File: src/rtl/mdu_pkg.sv
// Shared types and constants for the HI/LO multiply/divide unit.
package mdu_pkg;

   localparam int WIDTH = 32;
   localparam logic [WIDTH-1:0] DIV0_LO = 32'hFFFF_FFFF;

   typedef enum logic [1:0] {
      MDU_MULT  = 2'b00,
      MDU_MULTU = 2'b01,
      MDU_DIV   = 2'b10,
      MDU_DIVU  = 2'b11
   } mdu_op_e;

   typedef enum logic [1:0] {
      IDLE = 2'b00,
      CALC = 2'b01,
      SIGN = 2'b10
   } mdu_state_e;

endpackage

File: src/rtl/hilo_mdu_step.sv
// One iteration of the MDU datapath: shift-add multiply or restoring divide.
module hilo_mdu_step #(
   parameter int WIDTH = 32
) (
   input  logic             is_div,
   input  logic [WIDTH-1:0] hi,
   input  logic [WIDTH-1:0] lo,
   input  logic [WIDTH-1:0] opnd,
   output logic [WIDTH-1:0] hi_next,
   output logic [WIDTH-1:0] lo_next
);

   logic [WIDTH:0]   sum;
   logic [WIDTH:0]   shifted;
   logic [WIDTH-1:0] diff;
   logic             ge;

   always_comb begin
      sum     = {1'b0, hi} + (lo[0] ? {1'b0, opnd} : '0);
      shifted = {hi, lo[WIDTH-1]};
      // when ge holds the difference is below the divisor, so WIDTH bits suffice
      diff    = shifted[WIDTH-1:0] - opnd;
      ge      = shifted >= {1'b0, opnd};
      if (is_div) begin
         hi_next = ge ? diff : shifted[WIDTH-1:0];
         lo_next = {lo[WIDTH-2:0], ge};
      end else begin
         hi_next = sum[WIDTH:1];
         lo_next = {sum[0], lo[WIDTH-1:1]};
      end
   end

endmodule

File: src/rtl/hilo_mdu.sv
// Multi-cycle MULT/MULTU/DIV/DIVU unit driving the HI/LO register write port.
//  state | meaning
//  IDLE  | waiting for start; operands latched as magnitudes on accept
//  CALC  | one shift-add / restoring-divide iteration per cycle, WIDTH cycles
//  SIGN  | sign fix-up, load hi_out/lo_out, pulse hi_we/lo_we
module hilo_mdu #(
   parameter int WIDTH = 32,
   parameter int CNT_W = 5
) (
   input  logic             clk,
   input  logic             rst,
   input  logic             start,
   input  logic [1:0]       op,
   input  logic [WIDTH-1:0] rs_data,
   input  logic [WIDTH-1:0] rt_data,
   input  logic             cancel,
   output logic             busy,
   output logic [WIDTH-1:0] hi_out,
   output logic [WIDTH-1:0] lo_out,
   output logic             hi_we,
   output logic             lo_we
);
   import mdu_pkg::*;

   mdu_state_e       state;
   mdu_op_e          op_q;
   logic [CNT_W-1:0] cnt;
   logic [WIDTH-1:0] opnd_b, acc_hi, acc_lo;
   logic             neg_rs, neg_rt;

   logic             in_signed, in_rs_neg, in_rt_neg;
   logic [WIDTH-1:0] rs_mag, rt_mag;
   logic             is_div, is_signed;
   logic [WIDTH-1:0] step_hi, step_lo;
   logic [2*WIDTH-1:0] prod;
   logic [WIDTH-1:0] res_hi, res_lo;

   always_comb begin
      in_signed = (op == MDU_MULT) || (op == MDU_DIV);
      in_rs_neg = in_signed & rs_data[WIDTH-1];
      in_rt_neg = in_signed & rt_data[WIDTH-1];
      rs_mag    = in_rs_neg ? -rs_data : rs_data;
      rt_mag    = in_rt_neg ? -rt_data : rt_data;
      is_div    = (op_q == MDU_DIV) || (op_q == MDU_DIVU);
      is_signed = (op_q == MDU_MULT) || (op_q == MDU_DIV);
   end

   hilo_mdu_step #(.WIDTH(WIDTH)) u_step (
      .is_div  (is_div),
      .hi      (acc_hi),
      .lo      (acc_lo),
      .opnd    (opnd_b),
      .hi_next (step_hi),
      .lo_next (step_lo)
   );

   // neg_rs/neg_rt are only ever set for signed ops
   always_comb begin
      prod   = {acc_hi, acc_lo};
      res_hi = acc_hi;
      res_lo = acc_lo;
      if (!is_div) begin
         if (is_signed && (neg_rs ^ neg_rt)) prod = -prod;
         res_hi = prod[2*WIDTH-1:WIDTH];
         res_lo = prod[WIDTH-1:0];
      end else begin
         // divide by zero leaves |rs| in the remainder; restoring its sign yields raw rs
         if (neg_rs) res_hi = -acc_hi;
         if (opnd_b == '0) res_lo = DIV0_LO;
         else if (neg_rs ^ neg_rt) res_lo = -acc_lo;
      end
   end

   always_ff @(posedge clk or negedge rst) begin
      if (!rst) begin
         state  <= IDLE;
         op_q   <= MDU_MULT;
         cnt    <= '0;
         opnd_b <= '0;
         acc_hi <= '0;
         acc_lo <= '0;
         neg_rs <= 1'b0;
         neg_rt <= 1'b0;
         busy   <= 1'b0;
         hi_out <= '0;
         lo_out <= '0;
         hi_we  <= 1'b0;
         lo_we  <= 1'b0;
      end else begin
         hi_we <= 1'b0;
         lo_we <= 1'b0;
         case (state)
            IDLE: begin
               if (start && !cancel) begin
                  op_q   <= mdu_op_e'(op);
                  neg_rs <= in_rs_neg;
                  neg_rt <= in_rt_neg;
                  acc_hi <= '0;
                  cnt    <= '0;
                  busy   <= 1'b1;
                  state  <= CALC;
                  if (op[1]) begin
                     acc_lo <= rs_mag;
                     opnd_b <= rt_mag;
                  end else begin
                     acc_lo <= rt_mag;
                     opnd_b <= rs_mag;
                  end
               end
            end
            CALC: begin
               if (cancel) begin
                  busy  <= 1'b0;
                  state <= IDLE;
               end else begin
                  acc_hi <= step_hi;
                  acc_lo <= step_lo;
                  cnt    <= cnt + 1'b1;
                  if (cnt == CNT_W'(WIDTH-1)) state <= SIGN;
               end
            end
            SIGN: begin
               busy  <= 1'b0;
               state <= IDLE;
               if (!cancel) begin
                  hi_out <= res_hi;
                  lo_out <= res_lo;
                  hi_we  <= 1'b1;
                  lo_we  <= 1'b1;
               end
            end
            default: begin
               busy  <= 1'b0;
               state <= IDLE;
            end
         endcase
      end
   end

endmodule

File: config.mk
export PLATFORM = sky130hd
export DESIGN_NAME = hilo_mdu
export DESIGN_NICKNAME = d
export VERILOG_FILES = /design/src/rtl/mdu_pkg.sv /design/src/rtl/hilo_mdu_step.sv /design/src/rtl/hilo_mdu.sv
export SDC_FILE = /design/constraint.sdc
export NUM_CORES = 1
export LEC_CHECK = 0
export BUFFER_PORTS_ARGS = -buffer_cell sky130_fd_sc_hd__buf_2
export CAP_MARGIN = 30
export CORE_MARGIN = 5
export CORE_UTILIZATION = 55
export CTS_CLUSTER_DIAMETER = 80
export CTS_CLUSTER_SIZE = 30
export DETAILED_ROUTE_END_ITERATION = 8
export PLACE_DENSITY_LB_ADDON = 0.1
export SLEW_MARGIN = 20
export SYNTH_ARGS = -nofsm -noshare
export SYNTH_HDL_FRONTEND = slang
export SYNTH_SLANG_ARGS = --single-unit
File: constraint.sdc
create_clock -name clk -period 6.8 [get_ports clk]
set_clock_uncertainty 0.2 [all_clocks]
set_input_delay 0.34 -clock clk [delete_from_list [all_inputs] [get_ports clk]]
set_output_delay 0.34 -clock clk [all_outputs]
set_load 0.005 [all_outputs]
==> impl_metrics.json <==
{
  "status": "finished clean",
  "final_cell_mix": "o21ai_0 (203), nor2_1 (201), nand2_1 (177)",
  "cts_buffers": 17,
  "drt_pass1_iterations": 8,
  "synth_nets": 1987,
  "setup_tns_ns": 0,
  "nNetsFinal": 2061,
  "seq_area_um2": 4330,
  "clk_latency_ns": 0.45,
  "cts_tree": "built",
  "slew_headroom": 0.3507,
  "die_h_um": 172.6,
  "area_growth_pct": 10.73,
  "power_mw": 5.898,
  "syn_area_per_cell_um2": 7.878,
  "whs_path_depth": 3,
  "fill_cells": 2447,
  "layout_commonest_cell": "o21ai_0",
  "place_hpwl_um": 37550,
  "grt_max_degree": 94,
  "ir_drop_uv": 249.3,
  "hold_violations": 0,
  "arrival_ns": 4.60,
  "hold_end": "state[0]$_DFFE_PN0P_",
  "max_stage_delay_ns": 0.63,
  "die_area_um2": 29780,
  "grt_pass1_wl_um": 77870,
  "yosys_register_bits": 173,
  "rrSetupSlack_ns": 2.36,
  "worst_pin_slew_ns": 0.9739,
  "fin_ws_ns": 2.359,
  "period_needed_ns": 4.441,
  "grt_usage": 0.3220,
  "viasPerCell": 6.417,
  "grt-ovfl-total": 0,
  "rr_startpoint": "acc_lo[0]$_DFFE_PN0P_",
  "synth_edf_count": 0,
  "max-cap-violations": 0,
  "synth-warning-count": 0,
  "yosysUniqueCellTypes": 88,
  "drc": 0,
  "cp-start-kind": "flop",
  "worstPathRequired_ns": 6.96,
  "setup_viol": 0,
  "synth_cells": 1845,
  "finalMaxSlewViolations": 0,
  "layout-drive-gt1-share": 0.1216,
  "clk_pin_slew_ns": 0.08,
  "gp_congestion": 0.9881,
  "power-per-cell-area_nw_per_um2": 366.5,
  "post-route-period-util": 0.6531,
  "crit_chain": "inv_1 > buf_4 > nor2_1 > ha_1 > o211ai_1 > o21ai_0 > o21ai_0 > a21oi_1 > a31oi_1 > o311ai_0 > a21oi_1 > xor2_1 > o2111ai_1",
  "drtIter0Drc": 1519,
  "route.detailed.wl_per_inst_um": 21.95,
  "reg2reg_to": "acc_hi[28]$_DFFE_PN0P_",
  "ys_async_sr_fraction": 1.000,
  "fp-row-count": 59,
  "core_um2": 26060,
  "synth_seq_area_share": 0.2978,
  "postPlaceCellArea_um2": 15430,
  "first_global_vias": 13620,
  "clockBufferDepth": 2,
  "p_leak_nw": 7.210,
  "route.vias.total": 14548,
  "clockRootBuffer": "clkbuf_16",
  "io_pins": 137,
  "worstSetupPathType": "flop to flop",
  "ant_nets": 0,
  "antenna_found_initial": 0,
  "synth_area_um2": 14540,
  "min_from": "start",
  "start_util": 0.5578,
  "worst_hold_path_type": "primary input to flop",
  "clock_sinks": 173,
  "reg2reg_depth": 13,
  "fp.dieW_um": 172.6,
  "finalInstanceArea_um2": 16090,
  "synthFlopType": "dfrtp_1",
  "fmax_mhz": 225.2,
  "antenna_cells": 0,
  "port-buffer-count": 136,
  "cp_slowest_cell": "o311ai_0",
  "multi_input_area_um2": 9579,
  "path_max_fanout": 30,
  "synth.area.top_cells": "dfrtp_1 (30%), o21ai_0 (7.0%), ha_1 (6.0%)",
  "wirelength_um": 49770,
  "cp-end-kind": "flop",
  "yosysTopAreaCell": "dfrtp_1",
  "synth_top_area_frac": 0.2978,
  "rsz0062_at_grt": "false",
  "postLayoutCoreUtil": 0.6176,
  "htreeDepth": 4,
  "pre_cts_ws_ns": 2.459
}
## logic make-up (layout without fill, tap and decap cells)
family | count (synthesis) | count (layout) | share of synthesized area
AOI/OAI and AO/OA | 609 | 609 | 0.2579
xor gates and xnor gates | 168 | 168 | 0.1012
adders and majority gates | 72 | 72 | 0.06301
buffers and inverters | 167 | 254 | 0.04442
DFF | 173 | 173 | 0.2978
muxes | 55 | 55 | 0.03831
and+or+nand+nor | 601 | 601 | 0.1973
## per-stage QoR
stage          std cells  hold slack, ns
3_5_place_dp        2233          0.2648
3_3_place_gp        2229          0.2561
4_1_cts             2266        0.006732
2_1_floorplan       1845         -0.1556
6_report            2267         0.02507
5_1_grt             2267         0.03680
## flip-flops by register name (all words and copies together), names as in the netlist
name / count
acc_hi: 32
acc_lo: 32
busy: 1
cnt: 5
hi_out: 32
lo_out: 32
lo_we: 1
neg_rs: 1
neg_rt: 1
op_q: 2
opnd_b: 32
state: 2
## where the power goes
group	leakage [nW]	switching (mW)	internal, mW
clock network	0.304	0.509	0.565
registers	2.24	0.414	1.20
logic	4.67	1.96	1.25
## per-layer routing
| metal | global-route usage | vias to the layer above | wire length, µm | share of wire |
|---|---|---|---|---|
| li1 | - | 6816 | - | - |
| met1 | 0.4784 | 6920 | 22370 | 0.45 |
| met2 | 0.4737 | 728 | 21220 | 0.43 |
| met3 | 0.06943 | 84 | 4832 | 0.097 |
| met4 | 0.09112 | 0 | 1333 | 0.027 |
| met5 | 0 | - | 0 | 0 |
## worst max path at each step
stage                     cells past startpoint                   from  slack, ns                endpoint
after global placement                       13  acc_lo[0]$_DFFE_PN0P_       2.43  acc_hi[28]$_DFFE_PN0P_
final                                        13  acc_lo[0]$_DFFE_PN0P_       2.36  acc_hi[28]$_DFFE_PN0P_
after global routing                         13  acc_lo[0]$_DFFE_PN0P_       2.11  acc_hi[29]$_DFFE_PN0P_
after floorplan                              14  acc_lo[0]$_DFFE_PN0P_       3.38  acc_hi[27]$_DFFE_PN0P_
after detailed placement                     13  acc_lo[0]$_DFFE_PN0P_       2.46  acc_hi[28]$_DFFE_PN0P_
after CTS                                    13  acc_lo[0]$_DFFE_PN0P_       2.43  acc_hi[28]$_DFFE_PN0P_
## layout make-up
| type | count | area share |
|---|---|---|
| well taps | 335 | 0.02604 |
| inverters | 65 | 0.01516 |
| multi-input cells | 1505 | 0.5952 |
| flip-flops and latches | 173 | 0.2691 |
| repair buffers | 157 | 0.05559 |
| clock buffers | 17 | 0.02643 |
| clock inverters | 15 | 0.01252 |
## synth_stat cells (all sizes together), types with 48 or more instances
cell type / n
nor3: 48
xnor2: 89
inv: 64
ha: 70
dfrtp: 173
nor2: 204
nand2: 177
mux2i: 50
a21oi: 174
clkbuf: 88
o21ai: 208
xor2: 79
## what timing repair did
item,4_1_cts,5_1_grt
endpoints found under the hold margin,92,0
hold buffers,1,0
resized for setup,0,0
setup buffers,0,0
## worst max-delay path: cells and delay by family (launching register included)
| kind | cells | cell delay (ns) |
|---|---|---|
| AO/OA/AOI/OAI | 8 | 2.48 |
| XOR/XNOR | 1 | 0.17 |
| adder cells (fa/ha/maj) | 1 | 0.36 |
| buffers and inverters | 2 | 0.54 |
| flip-flops | 1 | 0.49 |
| AND/OR/NAND/NOR | 1 | 0.10 |
Power figures use the tool's default switching activity.
